### src/rtl/sram_arbiter_if.sv
// sram_arbiter_if
//   Groups every handshake and bus signal of the SRAM arbiter into one bundle.
//   clk and rst are not part of it; they are plain ports on the arbiter.
//
//   Requester side (fetch port, data port):
//     if_req / if_addr / if_rdata / if_ack
//     mem_req / mem_we / mem_addr / mem_wdata / mem_rdata / mem_ack
//   SRAM controller side:
//     bus_addr / read_op / write_op / bus_data_write / bus_data_read
//
//   Handshake semantics: a requester raises *_req and holds it, together with
//   its address/op/write data, until it sees a one-cycle *_ack. Read data is
//   valid only in the ack cycle. Towards the controller, read_op / write_op
//   are single-cycle strobes, and bus_data_read is valid one cycle after
//   read_op.
//
//   Modports:
//     slave  - the arbiter's view
//     master - the view of the surroundings (requesters plus SRAM controller)
interface sram_arbiter_if #(
    parameter int ADDR_WIDTH = 20,
    parameter int DATA_WIDTH = 32
);
    logic                  if_req;
    logic [ADDR_WIDTH-1:0] if_addr;
    logic [DATA_WIDTH-1:0] if_rdata;
    logic                  if_ack;

    logic                  mem_req;
    logic                  mem_we;
    logic [ADDR_WIDTH-1:0] mem_addr;
    logic [DATA_WIDTH-1:0] mem_wdata;
    logic [DATA_WIDTH-1:0] mem_rdata;
    logic                  mem_ack;

    logic [ADDR_WIDTH-1:0] bus_addr;
    logic                  read_op;
    logic                  write_op;
    logic [DATA_WIDTH-1:0] bus_data_write;
    logic [DATA_WIDTH-1:0] bus_data_read;

    modport slave (
        input  if_req, if_addr, mem_req, mem_we, mem_addr, mem_wdata, bus_data_read,
        output if_rdata, if_ack, mem_rdata, mem_ack,
        output bus_addr, read_op, write_op, bus_data_write
    );

    modport master (
        output if_req, if_addr, mem_req, mem_we, mem_addr, mem_wdata, bus_data_read,
        input  if_rdata, if_ack, mem_rdata, mem_ack,
        input  bus_addr, read_op, write_op, bus_data_write
    );
endinterface

### src/rtl/sram_arbiter.sv
// sram_arbiter
//   Shares one SRAM controller between the read-only instruction-fetch port
//   and the read/write data port. Each access runs as IDLE -> ISSUE -> RESP:
//   the winner is latched in IDLE, the bus strobe fires in ISSUE, and the ack
//   plus read data are returned in RESP.
//
//   Ports:
//     clk       - system clock, rising edge
//     rst       - asynchronous, active-high reset
//     sif       - sram_arbiter_if.slave (requester ports and controller bus)
//     dbg_state - current FSM state (0 = IDLE, 1 = ISSUE, 2 = RESP)
//
//   Configuration:
//     SRAM_ARB_RR_EN - when defined, ties are broken round-robin through a
//                      one-bit preference pointer that starts on IF after
//                      reset. When undefined, the data port always wins a
//                      tie and no pointer exists.
module sram_arbiter #(
    parameter int ADDR_WIDTH = 20,
    parameter int DATA_WIDTH = 32
) (
    input  logic        clk,
    input  logic        rst,
    sram_arbiter_if.slave sif,
    output logic [1:0]  dbg_state
);
    typedef enum logic [1:0] {
        IDLE  = 2'd0,
        ISSUE = 2'd1,
        RESP  = 2'd2
    } state_t;

    state_t state_q, state_d;

    // Latched transaction. owner_q: 0 = fetch port, 1 = data port.
    logic                  owner_q;
    logic                  we_q;
    logic [ADDR_WIDTH-1:0] addr_q;
    logic [DATA_WIDTH-1:0] wdata_q;

    logic any_req;
    logic grant_mem;

    assign any_req = sif.if_req | sif.mem_req;

`ifdef SRAM_ARB_RR_EN
    // pref_mem_q names the port that wins the next tie. It moves to the
    // losing port each time a tie is resolved, which alternates the grants.
    logic pref_mem_q;

    assign grant_mem = sif.mem_req & (~sif.if_req | pref_mem_q);

    always_ff @(posedge clk or posedge rst) begin
        if (rst) begin
            pref_mem_q <= 1'b0;
        end else if (state_q == IDLE && sif.if_req && sif.mem_req) begin
            pref_mem_q <= ~grant_mem;
        end
    end
`else
    assign grant_mem = sif.mem_req;
`endif

    // State register
    always_ff @(posedge clk or posedge rst) begin
        if (rst) begin
            state_q <= IDLE;
        end else begin
            state_q <= state_d;
        end
    end

    // Next-state logic
    always_comb begin
        state_d = state_q;
        case (state_q)
            IDLE:    if (any_req) state_d = ISSUE;
            ISSUE:   state_d = RESP;
            RESP:    state_d = IDLE;
            default: state_d = IDLE;
        endcase
    end

    // Transaction latch. Requests are only looked at in IDLE, so later changes
    // to the requester's address or data cannot leak into an access in flight.
    // The fetch port has no write data, so a fetch grant latches zero.
    always_ff @(posedge clk or posedge rst) begin
        if (rst) begin
            owner_q <= 1'b0;
            we_q    <= 1'b0;
            addr_q  <= '0;
            wdata_q <= '0;
        end else if (state_q == IDLE && any_req) begin
            owner_q <= grant_mem;
            we_q    <= grant_mem & sif.mem_we;
            addr_q  <= grant_mem ? sif.mem_addr  : sif.if_addr;
            wdata_q <= grant_mem ? sif.mem_wdata : '0;
        end
    end

    // Output logic. Strobes and acks decode purely from state, so an
    // asynchronous reset removes them immediately.
    always_comb begin
        sif.bus_addr       = addr_q;
        sif.bus_data_write = wdata_q;
        sif.read_op        = 1'b0;
        sif.write_op       = 1'b0;
        sif.if_ack         = 1'b0;
        sif.mem_ack        = 1'b0;
        sif.if_rdata       = '0;
        sif.mem_rdata      = '0;
        case (state_q)
            ISSUE: begin
                sif.read_op  = ~we_q;
                sif.write_op = we_q;
            end
            RESP: begin
                if (owner_q) begin
                    sif.mem_ack   = 1'b1;
                    sif.mem_rdata = sif.bus_data_read;
                end else begin
                    sif.if_ack    = 1'b1;
                    sif.if_rdata  = sif.bus_data_read;
                end
            end
            default: ;
        endcase
    end

    assign dbg_state = state_q;
endmodule

### src/flat_wrapper.sv
// flat-port wrapper written by rule: the top's interface ports become plain ports
module sram_arbiter_flat 
#(
    parameter int ADDR_WIDTH = 20,
    parameter int DATA_WIDTH = 32
)
  (clk, rst, dbg_state, sif_if_req, sif_if_addr, sif_mem_req, sif_mem_we, sif_mem_addr, sif_mem_wdata, sif_bus_data_read, sif_if_rdata, sif_if_ack, sif_mem_rdata, sif_mem_ack, sif_bus_addr, sif_read_op, sif_write_op, sif_bus_data_write);
  sram_arbiter_if #(.ADDR_WIDTH(ADDR_WIDTH), .DATA_WIDTH(DATA_WIDTH)) sif_i ();
  input  logic clk;
  input  logic rst;
  output logic [1:0] dbg_state;
  input wire logic [$bits(sif_i.if_req)-1:0] sif_if_req;
  input wire logic [$bits(sif_i.if_addr)-1:0] sif_if_addr;
  input wire logic [$bits(sif_i.mem_req)-1:0] sif_mem_req;
  input wire logic [$bits(sif_i.mem_we)-1:0] sif_mem_we;
  input wire logic [$bits(sif_i.mem_addr)-1:0] sif_mem_addr;
  input wire logic [$bits(sif_i.mem_wdata)-1:0] sif_mem_wdata;
  input wire logic [$bits(sif_i.bus_data_read)-1:0] sif_bus_data_read;
  output wire logic [$bits(sif_i.if_rdata)-1:0] sif_if_rdata;
  output wire logic [$bits(sif_i.if_ack)-1:0] sif_if_ack;
  output wire logic [$bits(sif_i.mem_rdata)-1:0] sif_mem_rdata;
  output wire logic [$bits(sif_i.mem_ack)-1:0] sif_mem_ack;
  output wire logic [$bits(sif_i.bus_addr)-1:0] sif_bus_addr;
  output wire logic [$bits(sif_i.read_op)-1:0] sif_read_op;
  output wire logic [$bits(sif_i.write_op)-1:0] sif_write_op;
  output wire logic [$bits(sif_i.bus_data_write)-1:0] sif_bus_data_write;
  assign sif_i.if_req = sif_if_req;
  assign sif_i.if_addr = sif_if_addr;
  assign sif_i.mem_req = sif_mem_req;
  assign sif_i.mem_we = sif_mem_we;
  assign sif_i.mem_addr = sif_mem_addr;
  assign sif_i.mem_wdata = sif_mem_wdata;
  assign sif_i.bus_data_read = sif_bus_data_read;
  assign sif_if_rdata = sif_i.if_rdata;
  assign sif_if_ack = sif_i.if_ack;
  assign sif_mem_rdata = sif_i.mem_rdata;
  assign sif_mem_ack = sif_i.mem_ack;
  assign sif_bus_addr = sif_i.bus_addr;
  assign sif_read_op = sif_i.read_op;
  assign sif_write_op = sif_i.write_op;
  assign sif_bus_data_write = sif_i.bus_data_write;
  sram_arbiter #(.ADDR_WIDTH(ADDR_WIDTH), .DATA_WIDTH(DATA_WIDTH)) u_core (.clk(clk), .rst(rst), .sif(sif_i), .dbg_state(dbg_state));
endmodule
### config.mk
export PLATFORM = sky130hd
export DESIGN_NAME = sram_arbiter_flat
export DESIGN_NICKNAME = d
export VERILOG_FILES = /design/src/rtl/sram_arbiter_if.sv /design/src/rtl/sram_arbiter.sv /design/src/flat_wrapper.sv
export SDC_FILE = /design/constraint.sdc
export NUM_CORES = 1
export LEC_CHECK = 0
export CAP_MARGIN = 25
export CORE_MARGIN = 5
export CORE_UTILIZATION = 32
export DETAILED_ROUTE_END_ITERATION = 8
export PLACE_DENSITY = 0.89
export SLEW_MARGIN = 20
export SYNTH_ARGS = -nofsm -noshare
export SYNTH_HDL_FRONTEND = slang
export SYNTH_SLANG_ARGS = --single-unit
### constraint.sdc
create_clock -name clk -period 1.8 [get_ports clk]
set_clock_uncertainty 0.05 [all_clocks]
set_input_delay 0.18 -clock clk [delete_from_list [all_inputs] [get_ports clk]]
set_output_delay 0.18 -clock clk [all_outputs]
set_load 0.005 [all_outputs]
# Word-level counts from Yosys, hierarchy flattened
# Cells that the tools add are included.
[totals] register_bits=56 input_bits=109 output_inout_bits=122
[classes] n_eq_ne=3 n_mux=14 bitwise=3 reduce_logical=2
[op_table] operator="$mux W32" n=5
[op_table] operator="$mux W20" n=1
[op_table] operator="$mux W1" n=6
[op_table] operator="$pmux W2 S2" n=1
[op_table] operator="$eq A2 B1 Y1 const B" n=1
[op_table] operator="$eq A2 B2 Y1 const B" n=1
[op_table] operator="$logic_not A2 Y1" n=1
[op_table] operator="$mux W2" n=1
[op_table] operator="$ne A2 B1 Y1 const B" n=1
[op_table] operator="$and A1 B1 Y1" n=1
[op_table] operator="$logic_and A1 B1 Y1" n=1
[op_table] operator="$not A1 Y1" n=1
[op_table] operator="$or A1 B1 Y1" n=1

# Logic depth before layout (Yosys ltp)
# Gate-level depths: netlist of run 1.
[depth] ltp_word=3 ltp_mapped=5

# Worst setup path after synthesis of run 1
# No wires, ideal clock.
[synth_timing] kind="register -> output" from="register u_core.state_q[0], in the netlist u_core.dbg_state[0]" to="output port sif_mem_rdata[22]" arrival_ns=1.093 slack_ns=0.477 stages_incl_launch_ff=4 path_buffers=1 cell_sequence="dfrtp_1 > and3b_1 > clkbuf_1 > and2_1"
[synth_between] elab_chain_len=2
[synth_lines] item="start, declared" line="sram_arbiter.sv:33" source="state_t state_q, state_d;"
[synth_lines] item="start signal, assigned" line="sram_arbiter.sv:69" source="state_q <= state_d;"
[synth_lines] item="$eq A2 B2 Y1" line="sram_arbiter.sv:112" source="case (state_q)"
[synth_lines] item="$mux W32" line="sram_arbiter.sv:112"
[synth_lines] item="end, declared" line="flat_wrapper.sv:21" source="output wire logic [$bits(sif_i.mem_rdata)-1:0] sif_mem_rdata;"
# Every way passes these cells.

# Worst setup path after layout of run 1
[layout_timing] from="register u_core.owner_q" to="output port sif_mem_rdata[21]"
[layout_between] elab_chain_len=2
[layout_lines] item="start, declared" line="sram_arbiter.sv:36" source="logic owner_q;"
[layout_lines] item="start signal, assigned" line="sram_arbiter.sv:94" source="owner_q <= grant_mem;"
[layout_lines] item="$mux W32" line="sram_arbiter.sv:118" source="if (owner_q) begin"
[layout_lines] item="$mux W32" line="sram_arbiter.sv:112"
# Every way passes these cells.

==> results.toml, run 1 <==
[pwr]
internal_power_mw = 5.394
sw_frac_of_total_pct = 30.39
leakagePower_nw = 2.614
p_per_area_nw_per_um2 = 1333
pwr-share-clk_pct = 8.9
power_frac_comb_pct = 61.6
switchingPower_mw = 2.354
power_frac_seq_pct = 29.5
finalPower_mw = 7.748
ir_drop_mv = 0.6494

[final_layout]
n_fill_cell = 569
diodes = 0
syn2layout_area_growth_pct = 113.1
fin_nets = 582
fin_util_pct = 70.41
drive_gt1_share_pct = 43.25

[worst_hold_path]
worstHoldPathType = "input port to async pin"

[placed_design]
dpl.hpwl_um = 8178
gp_congestion = 0.8919
portBuffers = 230

[yosys]
avgSynthCellArea_um2 = 12.35
synth_area_um2 = 2729
syn_inst = 221
syn-num-nets = 330
synth_top_area_share_pct = 51.35
yosys-top-cells-area = "dfrtp_1, mux2_2, and2_1"
ys_seq_area_share_pct = 51.35
ys_ff_latch = 56
yosys.cell_types.count = 15
synth_top_area_cell = "dfrtp_1"
synth_warnings = 0

[clock_tree]
clkLatencyLatePin_ps = 290
cts_made_buffers = 5
clkSlewWorstSetupHoldPaths_ps = 90
clock-sinks = 56
h-tree-depth = 2
cts_tree = "done"
root_buffer = "clkbuf_8"
ctsLongestPathBuffers = 2

[timing]
finalMaxSlewViolations = 0
final_hold_viol_count = 0
fin_ws_ps = -172.0
rsz0062_at_grt = "yes"
worst_pin_slew_ps = 454.7
setup_viol = 38
min_period_over_period_pct = 109.6
fin_crit_ps = 1972
fmax_ghz = 0.5071
max-slew-margin-rel_pct = 69.65

[global_routing]
grt_max_degree = 35
grt_remaining_overflow = 0
gr-usage-all-layers_pct = 20.86
grt_pass1_wl_um = 16690
grt_pass1_vias = 3064
antenna_found_initial = 0

[worst_setup_path]
rr_startpoint = "u_core.dbg_state[0]"
path_cells = "buf_6 > and3b_2 > buf_6 > buf_16 > buf_12 > and2_4 > buf_6"
crit_family = "buffers and inverters"
worstPathRequired_ps = 1570
crit_path_end_kind = "primary output"
cp_slowest_cell = "dfrtp_1"
critPathMaxStageDelay_ps = 440
path_buf_inv = 5
path_class = "register to primary output"
worstSetupStartpointType = "register"
cpMostUsedCell = "buf_6"
startpoint = "u_core.owner_q"
worstPathMaxFanout = 7
arrival_ps = 1740

[die]
die_area_um2 = 10470
num_rows = 33
io_pins = 231
dieHeight_um = 102.3
floorplan.initialDensity_pct = 33.05
die_x_um = 102.3
core_um2 = 8258

[detailed_routing]
drc = 0
ant_nets = 0
vias = 2793
avgViaCountPerCell = 4.824
dr.pass1.iters = 4
routedWlPerCell_um = 20.08
postRouteWirelength_um = 11630
drt_iter0_drc = 65

[run_status]
failed_checks = "setup timing"
status = "finished with violations"

[job]
cap_violations = 0
-- metal layers --
metal	up-vias	GRT usage, %	part of all wire [%]
met4	0	7.064	2.9
met5	-	0	0
li1	1275	-	-
met2	163	38.58	52
met3	25	6.416	9.8
met1	1330	22.44	35
-- cell usage after synthesis --
| master | instances |
|---|---|
| inv_1 | 2 |
| buf_4 | 5 |
| nor2_2 | 1 |
| a21o_1 | 1 |
| and2_1 | 66 |
| o21ai_4 | 1 |
| dfrtp_1 | 56 |
| buf_6 | 2 |
| buf_2 | 5 |
| clkbuf_1 | 5 |
| mux2_2 | 40 |
| and3b_1 | 1 |
| nor3b_2 | 1 |
| nor2b_1 | 2 |
| a22o_1 | 33 |
-- worst paths after layout --
check | to | slack (ps) | cells past startpoint
worst max register to register | u_core.sif.bus_data_write[5] | 150 | 6
max in group asynchronous | u_core.dbg_state[0] | 1030 | 3
worst min register to register | u_core.sif.bus_addr[2] | 460 | 1
min in group clk | u_core.sif.bus_data_write[26] | 430 | 2
worst max-delay path | sif_mem_rdata[21] | -170 | 7
worst min-delay path | u_core.sif.bus_addr[13] | 150 | 2
-- power by group through the flow --
| stage | combinational [mW] | sequential [mW] | clock, mW |
|---|---|---|---|
| after CTS | 4.68 | 2.28 | 0.715 |
| after global routing | 5.05 | 2.36 | 0.762 |
| after floorplan | 1.43 | 2.29 | 0 |
| final | 4.77 | 2.28 | 0.693 |
| after detailed placement | 3.93 | 2.29 | 0 |
| after global placement | 3.84 | 2.26 | 0 |
-- area by class of cell --
type                            instances  area (um^2)  area share [%]
Inverter                                2        7.507          0.1291
Sequential cell                        56         1403           24.12
Timing Repair Buffer                  262         2824           48.57
Multi-Input combinational cell        146         1359           23.37
Clock buffer                            8        90.09           1.549
Tap cell                              105        131.4           2.260
-- kinds of logic after synthesis --
logic type	count (synthesis)	share of synthesized area, %
AOI/OAI and AO/OA	35	11.46
and+or+nand+nor	71	16.60
muxes	40	16.51
buffers and inverters	19	4.081
DFF	56	51.35
-- timing repair --
item                                    in CTS  in global routing
hold buffers                                 0                  0
cloned                                       8                  0
endpoints found under the setup margin      68                 64
resized for setup                          344                 50
pin swaps                                   28                  8
buffers inserted                            14                  3
-- state kept, by name (all words and copies together) (netlist names) --
register and count:
u_core.sif.bus_data_write 32, u_core.sif.bus_addr 20, u_core.dbg_state 2, u_core.owner_q 1
u_core.we_q 1
-- through the flow --
step	area, um^2	instances	setup TNS, ps	setup slack (ps)	hold slack (ps)
6_report	5814	579	-2140	-172.0	152.4
5_1_grt	5814	579	-4589	-219.3	192.1
4_1_cts	5707	579	-4244	-177.1	157.7
3_5_place_dp	5209	549	0	12.54	442.7
3_3_place_gp	5209	549	0	45.29	438.4
2_1_floorplan	2729	221	0	198.7	262.5
-- placed cells by master (no fill, tap or decap) --
cell type        instances
a21o_1                   1
a22o_1                  33
and2_1                  13
and2_4                  53
and3b_2                  1
buf_12                   8
buf_16                   8
buf_2                   12
buf_4                    7
buf_6                   59
buf_8                    1
clkbuf_1                 2
clkbuf_2                 4
clkbuf_8                 6
clkdlybuf4s15_1          1
clkdlybuf4s50_1        162
dfrtp_1                 55
dfrtp_2                  1
inv_1                    1
inv_2                    1
mux2_2                  40
nor2_2                   1
nor2b_1                  1
nor2b_2                  1
nor3b_4                  1
o21ai_4                  1
No activity file was read; power rests on OpenSTA's default activity.
==> inputs of run 2 (changes only) <==
CAP_MARGIN = not set   (was 25)
==> results of run 2 <==
No change in the layout: final DEF, timing and power equal those of run 1.
==> inputs of run 3 (changes only) <==
PLACE_DENSITY = 0.81   (was 0.89)
==> results.toml, run 3 (synthesis results as in run 1) <==
[run_status]
status = "finished with violations"
failed_checks = "setup timing"

[pwr]
finalPower_mw = 7.125
ir_drop_mv = 1.173
leakagePower_nw = 2.465
p_per_area_nw_per_um2 = 1323

[die]
core_um2 = 8258
io_pins = 231
die_area_um2 = 10470
dieHeight_um = 102.3
floorplan.initialDensity_pct = 33.05
num_rows = 33
die_x_um = 102.3

[placed_design]
numPlacedInstances = 550
gp_congestion = 0.8622
portBuffers = 230
dpl.hpwl_um = 8051
post-place-ws_ps = 9.743

[timing]
whs_ps = 202.8
rsz0062_at_grt = "yes"
fin_crit_ps = 1848
worst_pin_slew_ps = 296.5
finalMaxSlewViolations = 0
min_period_over_period_pct = 102.7
fmax_ghz = 0.5411
setup_viol = 9
max-slew-margin-rel_pct = 80.23
fin_ws_ps = -48.18
final_hold_viol_count = 0

[final_layout]
mostFrequentLayoutCells = "clkdlybuf4s50_1, dfrtp_1, mux2_2, buf_6, and2_1"
drive_gt1_share_pct = 36.85
fin_nets = 572
largest_register_ffs = 32
syn2layout_area_growth_pct = 97.39
diodes = 0
final_common_cell = "clkdlybuf4s50_1"
final_cells = 569
fin_util_pct = 65.23

[worst_setup_path]
arrival_ps = 1620
worstPathMaxFanout = 8
critical_path.endpoint = "sif_mem_rdata[19]"
worstPathRequired_ps = 1570
path_class = "register to primary output"
r2r_setup_slack_ps = 270
r2r-end = "u_core.sif.bus_addr[18]"
r2r_cells = 5
crit_path_end_kind = "primary output"
rr_startpoint = "u_core.dbg_state[0]"
worstSetupStartpointType = "register"
startpoint = "u_core.owner_q"

[worst_hold_path]
worstHoldPathType = "input port to async pin"

[clock_tree]
clkLatencyLatePin_ps = 300
clkSlewWorstSetupHoldPaths_ps = 100
hold_buffers = 0
cts_made_buffers = 5
h-tree-depth = 2
ctsLongestPathBuffers = 2
clock-sinks = 56
cts_tree = "done"
root_buffer = "clkbuf_8"

[detailed_routing]
avgViaCountPerCell = 4.726
routedWlPerCell_um = 18.60
drc = 0
ant_nets = 0
postRouteWirelength_um = 10580
drt_iter0_drc = 81
dr.pass1.iters = 4
vias = 2689

[global_routing]
antenna_found_initial = 0
grt_max_degree = 57
grt_pass1_vias = 2866
grt_pass1_wl_um = 15490
grt_remaining_overflow = 0
gr-usage-all-layers_pct = 19.10

[job]
cap_violations = 0
## run 3: cell types whose count changed in the layout (fill, tap and decap cells not counted), sizes merged
cell,change
buf,-27
clkbuf,+11
dlygate4sd2,+3
clkinv,+2
clkdlybuf4s15,+1
## run 3: cell type report
type | count | area (um^2)
multi-input combinational | 146 | 1306
clock inverter | 2 | 10.01
tap | 105 | 131.4
clock buffer | 6 | 82.58
fill | 632 | 2872
sequential | 56 | 1401
inverter | 2 | 7.507
timing repair buffer | 252 | 2447
## run 3: worst min path at each step
stage / start / cells past startpoint / endpoint / slack (ps)
after floorplan: sif_mem_wdata[25] / 1 / u_core.sif.bus_data_write[25] / 260
after global placement: u_core.sif.bus_data_write[26] / 1 / u_core.sif.bus_data_write[26] / 440
after detailed placement: u_core.sif.bus_data_write[14] / 1 / u_core.sif.bus_data_write[14] / 440
after CTS: rst / 3 / u_core.sif.bus_addr[12] / 210
after global routing: rst / 3 / u_core.sif.bus_addr[15] / 220
final: rst / 3 / u_core.sif.bus_data_write[11] / 200
## run 3: power breakdown
part	switching, mW	internal (mW)
registers	0.362	1.89
logic	1.42	2.74
clock network	0.404	0.309
total	2.18	4.94
## run 3: routing by layer
layer  global-route usage, %  vias up  wire length, um
li1                        -     1253                -
met1                   20.18     1273             3616
met2                   35.93      145             5690
met3                   6.621       18             1059
met4                   5.045        0              216
met5                       0        -                0
## run 3: timing repair
item / CTS / global route
setup endpoints to repair: 68 / 64
resized for setup: 204 / 111
cloned: 4 / 1
pin swaps: 1 / 20
buffers inserted: 6 / 2
## run 3: worst max-delay path, stage by stage, from the launching register on
cell and delay (ps):
dfrtp_1 430, buf_6 130, and3b_2 250, buf_12 140
buf_16 120, and2_4 130, buf_6 110
## run 3: per-stage QoR
step	TNS, ps	cell area, um^2
after global placement	0	5204
after floorplan	0	2729
after global routing	-2553	5386
after CTS	-3577	5250
after detailed placement	0	5204
final	-369.1	5386
